--- src/rtl/mod_arbiter.sv ---
// Round-robin front end that shares one serial 32-bit mod unit among N_REQ requesters,
// with a divide-by-zero bypass and a watchdog against a missing done pulse.
module mod_arbiter #(
    parameter int N_REQ   = 4,
    parameter int TIMEOUT = 48
) (
    input  logic                  clk,
    input  logic                  rst,
    input  logic [N_REQ-1:0]      req,
    input  logic [32*N_REQ-1:0]   req_dividend,
    input  logic [32*N_REQ-1:0]   req_divisor,
    output logic [N_REQ-1:0]      gnt,
    output logic [N_REQ-1:0]      rsp_valid,
    output logic [31:0]           rsp_data,
    output logic                  rsp_err,
    output logic                  busy,
    output logic                  mod_gen,
    output logic [31:0]           mod_dividend,
    output logic [31:0]           mod_divisor,
    input  logic                  mod_gen_end,
    input  logic [31:0]           mod_res
);
    localparam int OW   = $clog2(N_REQ);
    localparam int WD_W = $clog2(TIMEOUT);
    localparam logic [WD_W-1:0] WD_LAST = WD_W'(TIMEOUT - 1);

    typedef enum logic [1:0] {
        S_IDLE  = 2'd0,
        S_ISSUE = 2'd1,
        S_WAIT  = 2'd2,
        S_RESP  = 2'd3
    } state_t;

    state_t            state_q, state_d;
    logic [OW-1:0]     ptr_q, ptr_d;
    logic [OW-1:0]     owner_q, owner_d;
    logic [WD_W-1:0]   wd_q, wd_d;
    logic [N_REQ-1:0]  gnt_q, gnt_d;
    logic [N_REQ-1:0]  rsp_valid_q, rsp_valid_d;
    logic [31:0]       rsp_data_q, rsp_data_d;
    logic              rsp_err_q, rsp_err_d;
    logic              busy_q, busy_d;
    logic              mod_gen_q, mod_gen_d;
    logic [31:0]       mod_dividend_q, mod_dividend_d;
    logic [31:0]       mod_divisor_q, mod_divisor_d;

    logic              pick_found;
    logic [OW-1:0]     pick_idx;
    logic [31:0]       sel_dividend;
    logic [31:0]       sel_divisor;

    function automatic logic [N_REQ-1:0] onehot(input logic [OW-1:0] idx);
        onehot = {{(N_REQ-1){1'b0}}, 1'b1} << idx;
    endfunction

    // Round-robin pick: first asserted request at or after ptr_q, wrapping around.
    always_comb begin
        pick_found = 1'b0;
        pick_idx   = {OW{1'b0}};
        for (int k = 0; k < N_REQ; k++) begin
            if (!pick_found && req[(int'(ptr_q) + k) % N_REQ]) begin
                pick_found = 1'b1;
                pick_idx   = OW'((int'(ptr_q) + k) % N_REQ);
            end else begin
                pick_found = pick_found;
            end
        end
    end

    assign sel_dividend = req_dividend[32*int'(pick_idx) +: 32];
    assign sel_divisor  = req_divisor[32*int'(pick_idx) +: 32];

    // Next-state and next-output logic; outputs are computed one state ahead so they register cleanly.
    always_comb begin
        state_d        = state_q;
        ptr_d          = ptr_q;
        owner_d        = owner_q;
        wd_d           = wd_q;
        gnt_d          = {N_REQ{1'b0}};
        rsp_valid_d    = {N_REQ{1'b0}};
        rsp_data_d     = rsp_data_q;
        rsp_err_d      = rsp_err_q;
        mod_gen_d      = 1'b0;
        mod_dividend_d = mod_dividend_q;
        mod_divisor_d  = mod_divisor_q;
        case (state_q)
            S_IDLE: begin
                if (pick_found) begin
                    owner_d        = pick_idx;
                    mod_dividend_d = sel_dividend;
                    mod_divisor_d  = sel_divisor;
                    gnt_d          = onehot(pick_idx);
                    if (sel_divisor != 32'd0) begin
                        state_d   = S_ISSUE;
                        mod_gen_d = 1'b1;
                    end else begin
                        // Divide-by-zero answers immediately and never starts the unit.
                        state_d     = S_RESP;
                        rsp_valid_d = onehot(pick_idx);
                        rsp_data_d  = sel_dividend;
                        rsp_err_d   = 1'b1;
                    end
                end else begin
                    state_d = S_IDLE;
                end
            end
            S_ISSUE: begin
                state_d = S_WAIT;
                wd_d    = {WD_W{1'b0}};
            end
            S_WAIT: begin
                if (wd_q != WD_LAST) begin
                    wd_d = wd_q + WD_W'(1);
                end else begin
                    wd_d = wd_q;
                end
                // A done pulse in the watchdog's last cycle still counts as success.
                if (mod_gen_end) begin
                    state_d     = S_RESP;
                    rsp_valid_d = onehot(owner_q);
                    rsp_data_d  = mod_res;
                    rsp_err_d   = 1'b0;
                end else if (wd_q == WD_LAST) begin
                    state_d     = S_RESP;
                    rsp_valid_d = onehot(owner_q);
                    rsp_data_d  = 32'd0;
                    rsp_err_d   = 1'b1;
                end else begin
                    state_d = S_WAIT;
                end
            end
            S_RESP: begin
                state_d = S_IDLE;
                if (owner_q == OW'(N_REQ - 1)) begin
                    ptr_d = {OW{1'b0}};
                end else begin
                    ptr_d = owner_q + OW'(1);
                end
            end
            default: begin
                state_d = S_IDLE;
            end
        endcase
        busy_d = (state_d != S_IDLE);
    end

    // State and output registers with synchronous reset.
    always_ff @(posedge clk) begin
        if (rst) begin
            state_q        <= S_IDLE;
            ptr_q          <= {OW{1'b0}};
            owner_q        <= {OW{1'b0}};
            wd_q           <= {WD_W{1'b0}};
            gnt_q          <= {N_REQ{1'b0}};
            rsp_valid_q    <= {N_REQ{1'b0}};
            rsp_data_q     <= 32'd0;
            rsp_err_q      <= 1'b0;
            busy_q         <= 1'b0;
            mod_gen_q      <= 1'b0;
            mod_dividend_q <= 32'd0;
            mod_divisor_q  <= 32'd0;
        end else begin
            state_q        <= state_d;
            ptr_q          <= ptr_d;
            owner_q        <= owner_d;
            wd_q           <= wd_d;
            gnt_q          <= gnt_d;
            rsp_valid_q    <= rsp_valid_d;
            rsp_data_q     <= rsp_data_d;
            rsp_err_q      <= rsp_err_d;
            busy_q         <= busy_d;
            mod_gen_q      <= mod_gen_d;
            mod_dividend_q <= mod_dividend_d;
            mod_divisor_q  <= mod_divisor_d;
        end
    end

    assign gnt          = gnt_q;
    assign rsp_valid    = rsp_valid_q;
    assign rsp_data     = rsp_data_q;
    assign rsp_err      = rsp_err_q;
    assign busy         = busy_q;
    assign mod_gen      = mod_gen_q;
    assign mod_dividend = mod_dividend_q;
    assign mod_divisor  = mod_divisor_q;

endmodule

--- config.mk ---
export PLATFORM = sky130hd
export DESIGN_NAME = mod_arbiter
export DESIGN_NICKNAME = d
export VERILOG_FILES = /design/src/rtl/mod_arbiter.sv
export SDC_FILE = /design/constraint.sdc
export NUM_CORES = 1
export LEC_CHECK = 0
export ABC_AREA = 1
export BUFFER_PORTS_ARGS = -buffer_cell sky130_fd_sc_hd__buf_2
export CORE_AREA = 3 3 154 156
export CTS_CLUSTER_DIAMETER = 30
export DETAILED_ROUTE_END_ITERATION = 10
export DIE_AREA = 0 0 157 159
export PLACE_DENSITY_LB_ADDON = 0.3
export SYNTH_ARGS = -nofsm -noshare
export SYNTH_HDL_FRONTEND = slang
export SYNTH_SLANG_ARGS = --single-unit
export TNS_END_PERCENT = 30
--- constraint.sdc ---
create_clock -name clk -period 3.95 [get_ports clk]
set_clock_uncertainty 0.1 [all_clocks]
set_input_delay 0.79 -clock clk [delete_from_list [all_inputs] [get_ports clk]]
set_output_delay 0.79 -clock clk [all_outputs]
set_load 0.02 [all_outputs]
==> results.md, run 1 <==
* Ys flop type: dfxtp_1
* Critical Path RT at 4.15 ns
* Placer Congestion at 0.903
* Antenna violations before repair at 9
* Synth Area in Compound Gates at 14.8%
* Asr flop ratio synth at 0%
* Most frequent cells after synthesis: 356 x nand2_1, 190 x nor2_1, 138 x nand3_1
* Reg2Reg Depth at 21
* Hold Fails Final Rpt at 0
* HPWL Detailed at 23,300 µm
* Clock buffer depth at 2
* Post-synthesis mux area share at 0%
* Count of final setup violators at 0
* Mapped cell area at 7470 µm²
* HP Class: register to register
* Synth Area in XOR/XNOR at 0%
* Slew headroom at 50.7%
* Min-delay src: rsp_data[18]
* Worst-skew pair later-pin latency at 0.40 ns
* Fin Hold WS at 0.372 ns
* #FFs+latches synth at 119
* Total setup buffers inserted after CTS at 0
* First-pass GRT wire length at 46,000 µm
* Total routed wirelength at 30,600 µm
* Ports at 402
* Unrepaired setup endpoints after global routing: false
* Layout Cells excl Fill at 1,889
* CP endpoint: rsp_data[16]
* Placed insts at 1,853
* Leak at 5.88 nW
* Max-Cap Viols at 0
* Chip height at 159 µm
* Synth top area share at 31.9%
* Final period util at 89.4%
* Worst Setup SP: ptr_q[0]
* Chip width at 157 µm
* DRC Markers at 0
* R2r startpoint: ptr_q[0]
* Max-slew violations at 0
* Area of the core at 22,500 µm²
* Crit Path Category: register to register
* DR iter-0 viols at 550
* DRT antenna net count at 0
* Total grt overflow at 0
* Maximum VDD drop at 0.203 mV
* Num CTS Buffers at 17
* Clock root buffer: clkbuf_16
* Avg Cell Area, Syn at 6.05 µm²
* Number of global-route vias before repair at 8,802
* PortBufs at 401
* TritonCTS clock tree: yes
* Most frequent cell after synthesis: nand2_1
* Largest cells by area after synthesis: dfxtp_1 32%, nand2_1 18%, nor2_1 9.5%
* Rows at 55
* Fin crit period at 3.53 ns
* Initial core utilization at 33.2%
* Cells after Synth at 1,235
* Run status: completed
* Area Growth Syn to Fin at 37.8%
* H-tree level count at 4
* Register area share after synthesis at 31.9%
* Area leader, netlist: dfxtp_1
* Peak Freq at 283 MHz
* Post-Synth Adder-Cell Area at 1.51%
* Pin count of the biggest net entering global routing at 71
* CTS clk-pin slew, worst paths at 0.05 ns
* Hold Buf Count CTS at 0
* Crit-path max FO at 47
* Pwr Density at 465 nW/µm²
* CP arrival at 3.73 ns
* Yosys cell types at 32
* Layout cells sized above 1 at 29.7%
* Reg2reg setup slack at 0.42 ns
* Layout Nets at 1,891
* Vias at 9,439
* Largest family of logic cells by synthesized area: simple AND/OR/NAND/NOR gates
* Clk sinks at 119
* Drt first pass iters at 7
* Reg2reg end: rsp_data[16]
* CP Capture Type: register
* Yosys warns at 0
* DIE AREA at 25,000 µm²
* PnR Total Power at 4.79 mW
* Setup_tns at 0 ns
* Vias/cell at 5.00
* Total track usage at 23.1%
* Mean routed wirelength per cell at 16.2 µm
* Simple-Gate Fraction of Synth Area at 41.2%
* EDFF count, synth at 0
* CTS resizes at 0
* Mapped Nets at 1,539
* Startpoint Class: register
* Slew @ Worst Pin at 0.740 ns
## kinds of logic (layout without fill, tap and decap cells)
logic type,Yosys count,count (layout)
adders and majority gates,9,9
buffers and inverters,186,550
AOI/OAI and AO/OA,187,187
DFF,119,119
and+or+nand+nor,734,734
other,0,5
## routing by layer
layer	wire, µm	track usage, %	share of wire (%)	vias up
met3	2350	4.87	7.7	55
met4	866	8.79	2.8	2
met5	13	0	0.043	-
li1	-	-	-	4734
met1	12300	27.0	40	4212
met2	15000	41.1	49	436
## registers in the layout, summed over array words and instances (netlist names)
register	cells
ptr_q	2
rsp_valid	4
wd_q	6
state_q	2
rsp_data	32
gnt	4
owner_q	2
rsp_err	1
mod_divisor	32
mod_dividend	32
busy	1
mod_gen	1
## worst max-delay path, cell delays in order, from the launching register on
cell	delay, ns
dfxtp_1	0.60
inv_2	0.19
nand2_1	0.12
nand3_1	0.08
nand2_1	0.12
inv_1	0.09
nand3_2	0.14
nand3_4	0.16
buf_4	0.31
nand2_1	0.11
nand2_1	0.05
nand2_1	0.05
nand2_1	0.10
nor2_1	0.15
nand2_1	0.10
nor2_1	0.10
nand2_1	0.13
o21ai_4	0.22
buf_12	0.24
nand3_1	0.12
nand2_1	0.07
nor2_1	0.04
## through the flow
stage / util (%) / instance area (µm²) / setup slack, ns
finish: 45.7 / 10300 / 0.419
global route: 45.7 / 10300 / 0.0631
floorplan: - / 7470 / 0.939
CTS: 45.7 / 10300 / 0.369
detailed placement: 43.0 / 9680 / 0.239
global placement: 43.0 / 9680 / 0.309
## placed cells by master (no fill, tap or decap), types with 2 or more instances in the layout
cell type  instances
inv_2              7
nor3_1             8
buf_4             20
ha_1               9
nand4_1           30
inv_1             85
buf_2            401
nand2_1          354
nand3_4            2
nand3_1          138
diode_2            5
a21oi_1           48
buf_12             5
nor2_1           188
a22oi_1           64
nor2_4             3
clkbuf_8           3
clkinv_2           3
dfxtp_1          119
nand2_4            2
clkbuf_1           3
nand2_2            4
clkbuf_16         17
o21ai_0           70
bufinv_16          3
## layout make-up
type,count,area (µm²)
Multi-Input combinational cell,930,4340
Clock inverter,8,121
Sequential cell,119,2380
Tap cell,285,357
Fill cell,2400,12200
Inverter,93,349
Clock buffer,23,478
Timing Repair Buffer,426,2260
Antenna cell,5,12.5
## power breakdown
| part | internal (mW) | switching, mW | total [mW] |
|---|---|---|---|
| sequential | 1.38 | 0.0941 | 1.47 |
| clock | 1.04 | 0.551 | 1.59 |
| combinational | 0.595 | 1.13 | 1.73 |
| total | 3.01 | 1.77 | 4.79 |
## how the worst min path moves through the flow
stage                         to  cells after the start
finish              rsp_data[18]                      2
global route        rsp_data[18]                      2
CTS                 rsp_data[21]                      2
detailed placement  rsp_data[21]                      2
global placement    rsp_data[27]                      2
floorplan                wd_q[0]                      1
Power figures use the tool's default switching activity.
==> run 2, diff against run 1 <==
--- a/config.mk
+++ b/config.mk
@@ -11,6 +11,7 @@
 export CTS_CLUSTER_DIAMETER = 30
 export DETAILED_ROUTE_END_ITERATION = 10
 export DIE_AREA = 0 0 157 159
+export MAX_ROUTING_LAYER = met4
 export PLACE_DENSITY_LB_ADDON = 0.3
 export SYNTH_ARGS = -nofsm -noshare
 export SYNTH_HDL_FRONTEND = slang
==> run 2 against run 1 <==
  * Global-route usage rose by 1.1 points
  * Register-to-register slack improved by 0.10 ns
  * Combinational power barely moved
  * Cell count barely moved
  * Non-clock buffer count rose by 1
  * Die area did not move
  * Critical path depth rose by 2
  * Total power rose by 1.6%
  * Routed wire length rose by 1.2%
  * Critical path type unchanged
  * Highest routed layer is now met4
==> results.md, run 2 (synthesis gave the netlist of run 1 again) <==
* Worst-skew pair later-pin latency at 0.41 ns
* Fin crit period at 3.43 ns
* CP max stage delay at 0.46 ns
* Mean routed wirelength per cell at 16.4 µm
* CP top delay family: simple AND/OR/NAND/NOR gates
* DRT antenna net count at 0
* Final worst setup slack at 0.524 ns
* Place WS at 0.192 ns
* Critical Path, Cell by Cell: inv_2 > nand2_1 > nand2_1 > nand2_1 > nand2_1 > nor2_4 > nand3_2 > nand3_4 > inv_2 > buf_12 > nand2_1 > nand2_1 > nand2_1 > nand2_1 > nor2_1 > nand2_1 > nor2_1 > nand2_1 > o21ai_4 > buf_12 > nand3_1 > nand2_1 > nor2_1
* Total setup buffers inserted after CTS at 0
* DR iter-0 viols at 572
* Antenna violations before repair at 6
* Fillers at 2,429
* Number of global-route vias before repair at 8,788
* Clk sinks at 119
* Peak Freq at 292 MHz
* CTS clk-pin slew, worst paths at 0.06 ns
* Ports at 402
* Slew @ Worst Pin at 0.673 ns
* PortBufs at 401
* Startpoint Class: register
* Maximum VDD drop at 0.220 mV
* Area Growth Syn to Fin at 38.3%
* Final period util at 86.7%
* Most used cell, CP: nand2_1
* Count of final setup violators at 0
* Num CTS Buffers at 17
* Crit Path Category: register to register
* CP arrival at 3.63 ns
* Chip width at 157 µm
* DRC Markers at 0
* Multi-input gate area at 4340 µm²
* Placer Congestion at 0.944
* Worst path bufs/invs at 4
* Hold Fails Final Rpt at 0
* Vias/cell at 4.97
* Critical path's slowest cell: dfxtp_2
* Chip height at 159 µm
* Total grt overflow at 0
* Most frequent cells in the layout: 401 x buf_2, 354 x nand2_1, 188 x nor2_1
* HPWL Detailed at 23,400 µm
* TritonCTS clock tree: yes
* Total track usage at 24.3%
* Pin count of the biggest net entering global routing at 66
* Layout Nets at 1,892
* Rows at 55
* Clock buffer depth at 2
* Most common cell after layout, fill and taps aside: buf_2
* Drt first pass iters at 7
* HP Class: register to register
* Leak at 5.90 nW
* Pwr Density at 471 nW/µm²
* Layout cells sized above 1 at 30.0%
* Initial core utilization at 33.2%
* First-pass GRT wire length at 46,700 µm
* Vias at 9,390
* DIE AREA at 25,000 µm²
* Run status: completed
* Clock root buffer: clkbuf_16
* Setup_tns at 0 ns
* H-tree level count at 4
* Max-slew violations at 0
* Max-Cap Viols at 0
* CP Capture Type: register
* Slew headroom at 55.1%
* Crit-path max FO at 50
* Total routed wirelength at 30,900 µm
* Area of the core at 22,500 µm²
* Unrepaired setup endpoints after global routing: false
* Critical Path RT at 4.16 ns
* Reg area at 2380 µm²
[run 2: timing repair]
item                                    in CTS  in global routing
endpoints found under the setup margin       0                 22
resized for setup                            0                  1
hold buffers                                 0                  0
[run 2: worst min-delay path: cells and delay by family, from the launching register on]
| family | cells | cell delay, ns |
|---|---|---|
| flops | 1 | 0.32 |
| compound gates | 1 | 0.04 |
| simple gates | 1 | 0.08 |
[run 2: cell type report]
cell class / instances / share of cell area, %
clock inverter: 12 / 1.70
clock buffer: 19 / 4.38
timing repair buffer: 427 / 21.9
inverter: 93 / 3.38
antenna: 5 / 0.121
tap: 285 / 3.45
sequential: 119 / 23.1
multi-input combinational: 930 / 42.0
[run 2: power breakdown]
group          total [mW]  switching (mW)  internal (mW)
Combinational        1.73            1.13          0.595
Clock                1.66           0.574           1.08
Sequential           1.48          0.0968           1.38
Total                4.86            1.80           3.06
[run 2: worst paths after layout]
| check | from | endpoint | slack, ns | cells past startpoint |
|---|---|---|---|---|
| worst max-delay path | ptr_q[0] | rsp_data[16] | 0.52 | 23 |
| worst min-delay path | rsp_data[25] | rsp_data[25] | 0.37 | 2 |
| worst max register to register | ptr_q[0] | rsp_data[16] | 0.52 | 23 |
| worst min register to register | rsp_data[25] | rsp_data[25] | 0.37 | 2 |
[run 2: routing by layer]
| layer | up-vias | wire (µm) | GRT usage [%] |
|---|---|---|---|
| met5 | - | 0 | - |
| met4 | 0 | 1030 | 9.99 |
| met3 | 54 | 2220 | 3.72 |
| met2 | 433 | 15300 | 41.3 |
| met1 | 4164 | 12400 | 28.4 |
| li1 | 4739 | - | - |
[run 2: metrics by stage]
| stage | util, % | std cells | power, mW | cell area, µm² | hold slack [ns] |
|---|---|---|---|---|---|
| after global placement | 43.1 | 1854 | 3.22 | 9690 | 0.355 |
| after global routing | 45.9 | 1890 | 5.17 | 10300 | 0.397 |
| final | 45.9 | 1890 | 4.86 | 10300 | 0.370 |
| after CTS | 45.8 | 1885 | 4.91 | 10300 | 0.376 |
| after detailed placement | 43.1 | 1854 | 3.23 | 9690 | 0.362 |
| after floorplan | - | 1235 | 2.59 | 7470 | 0.346 |
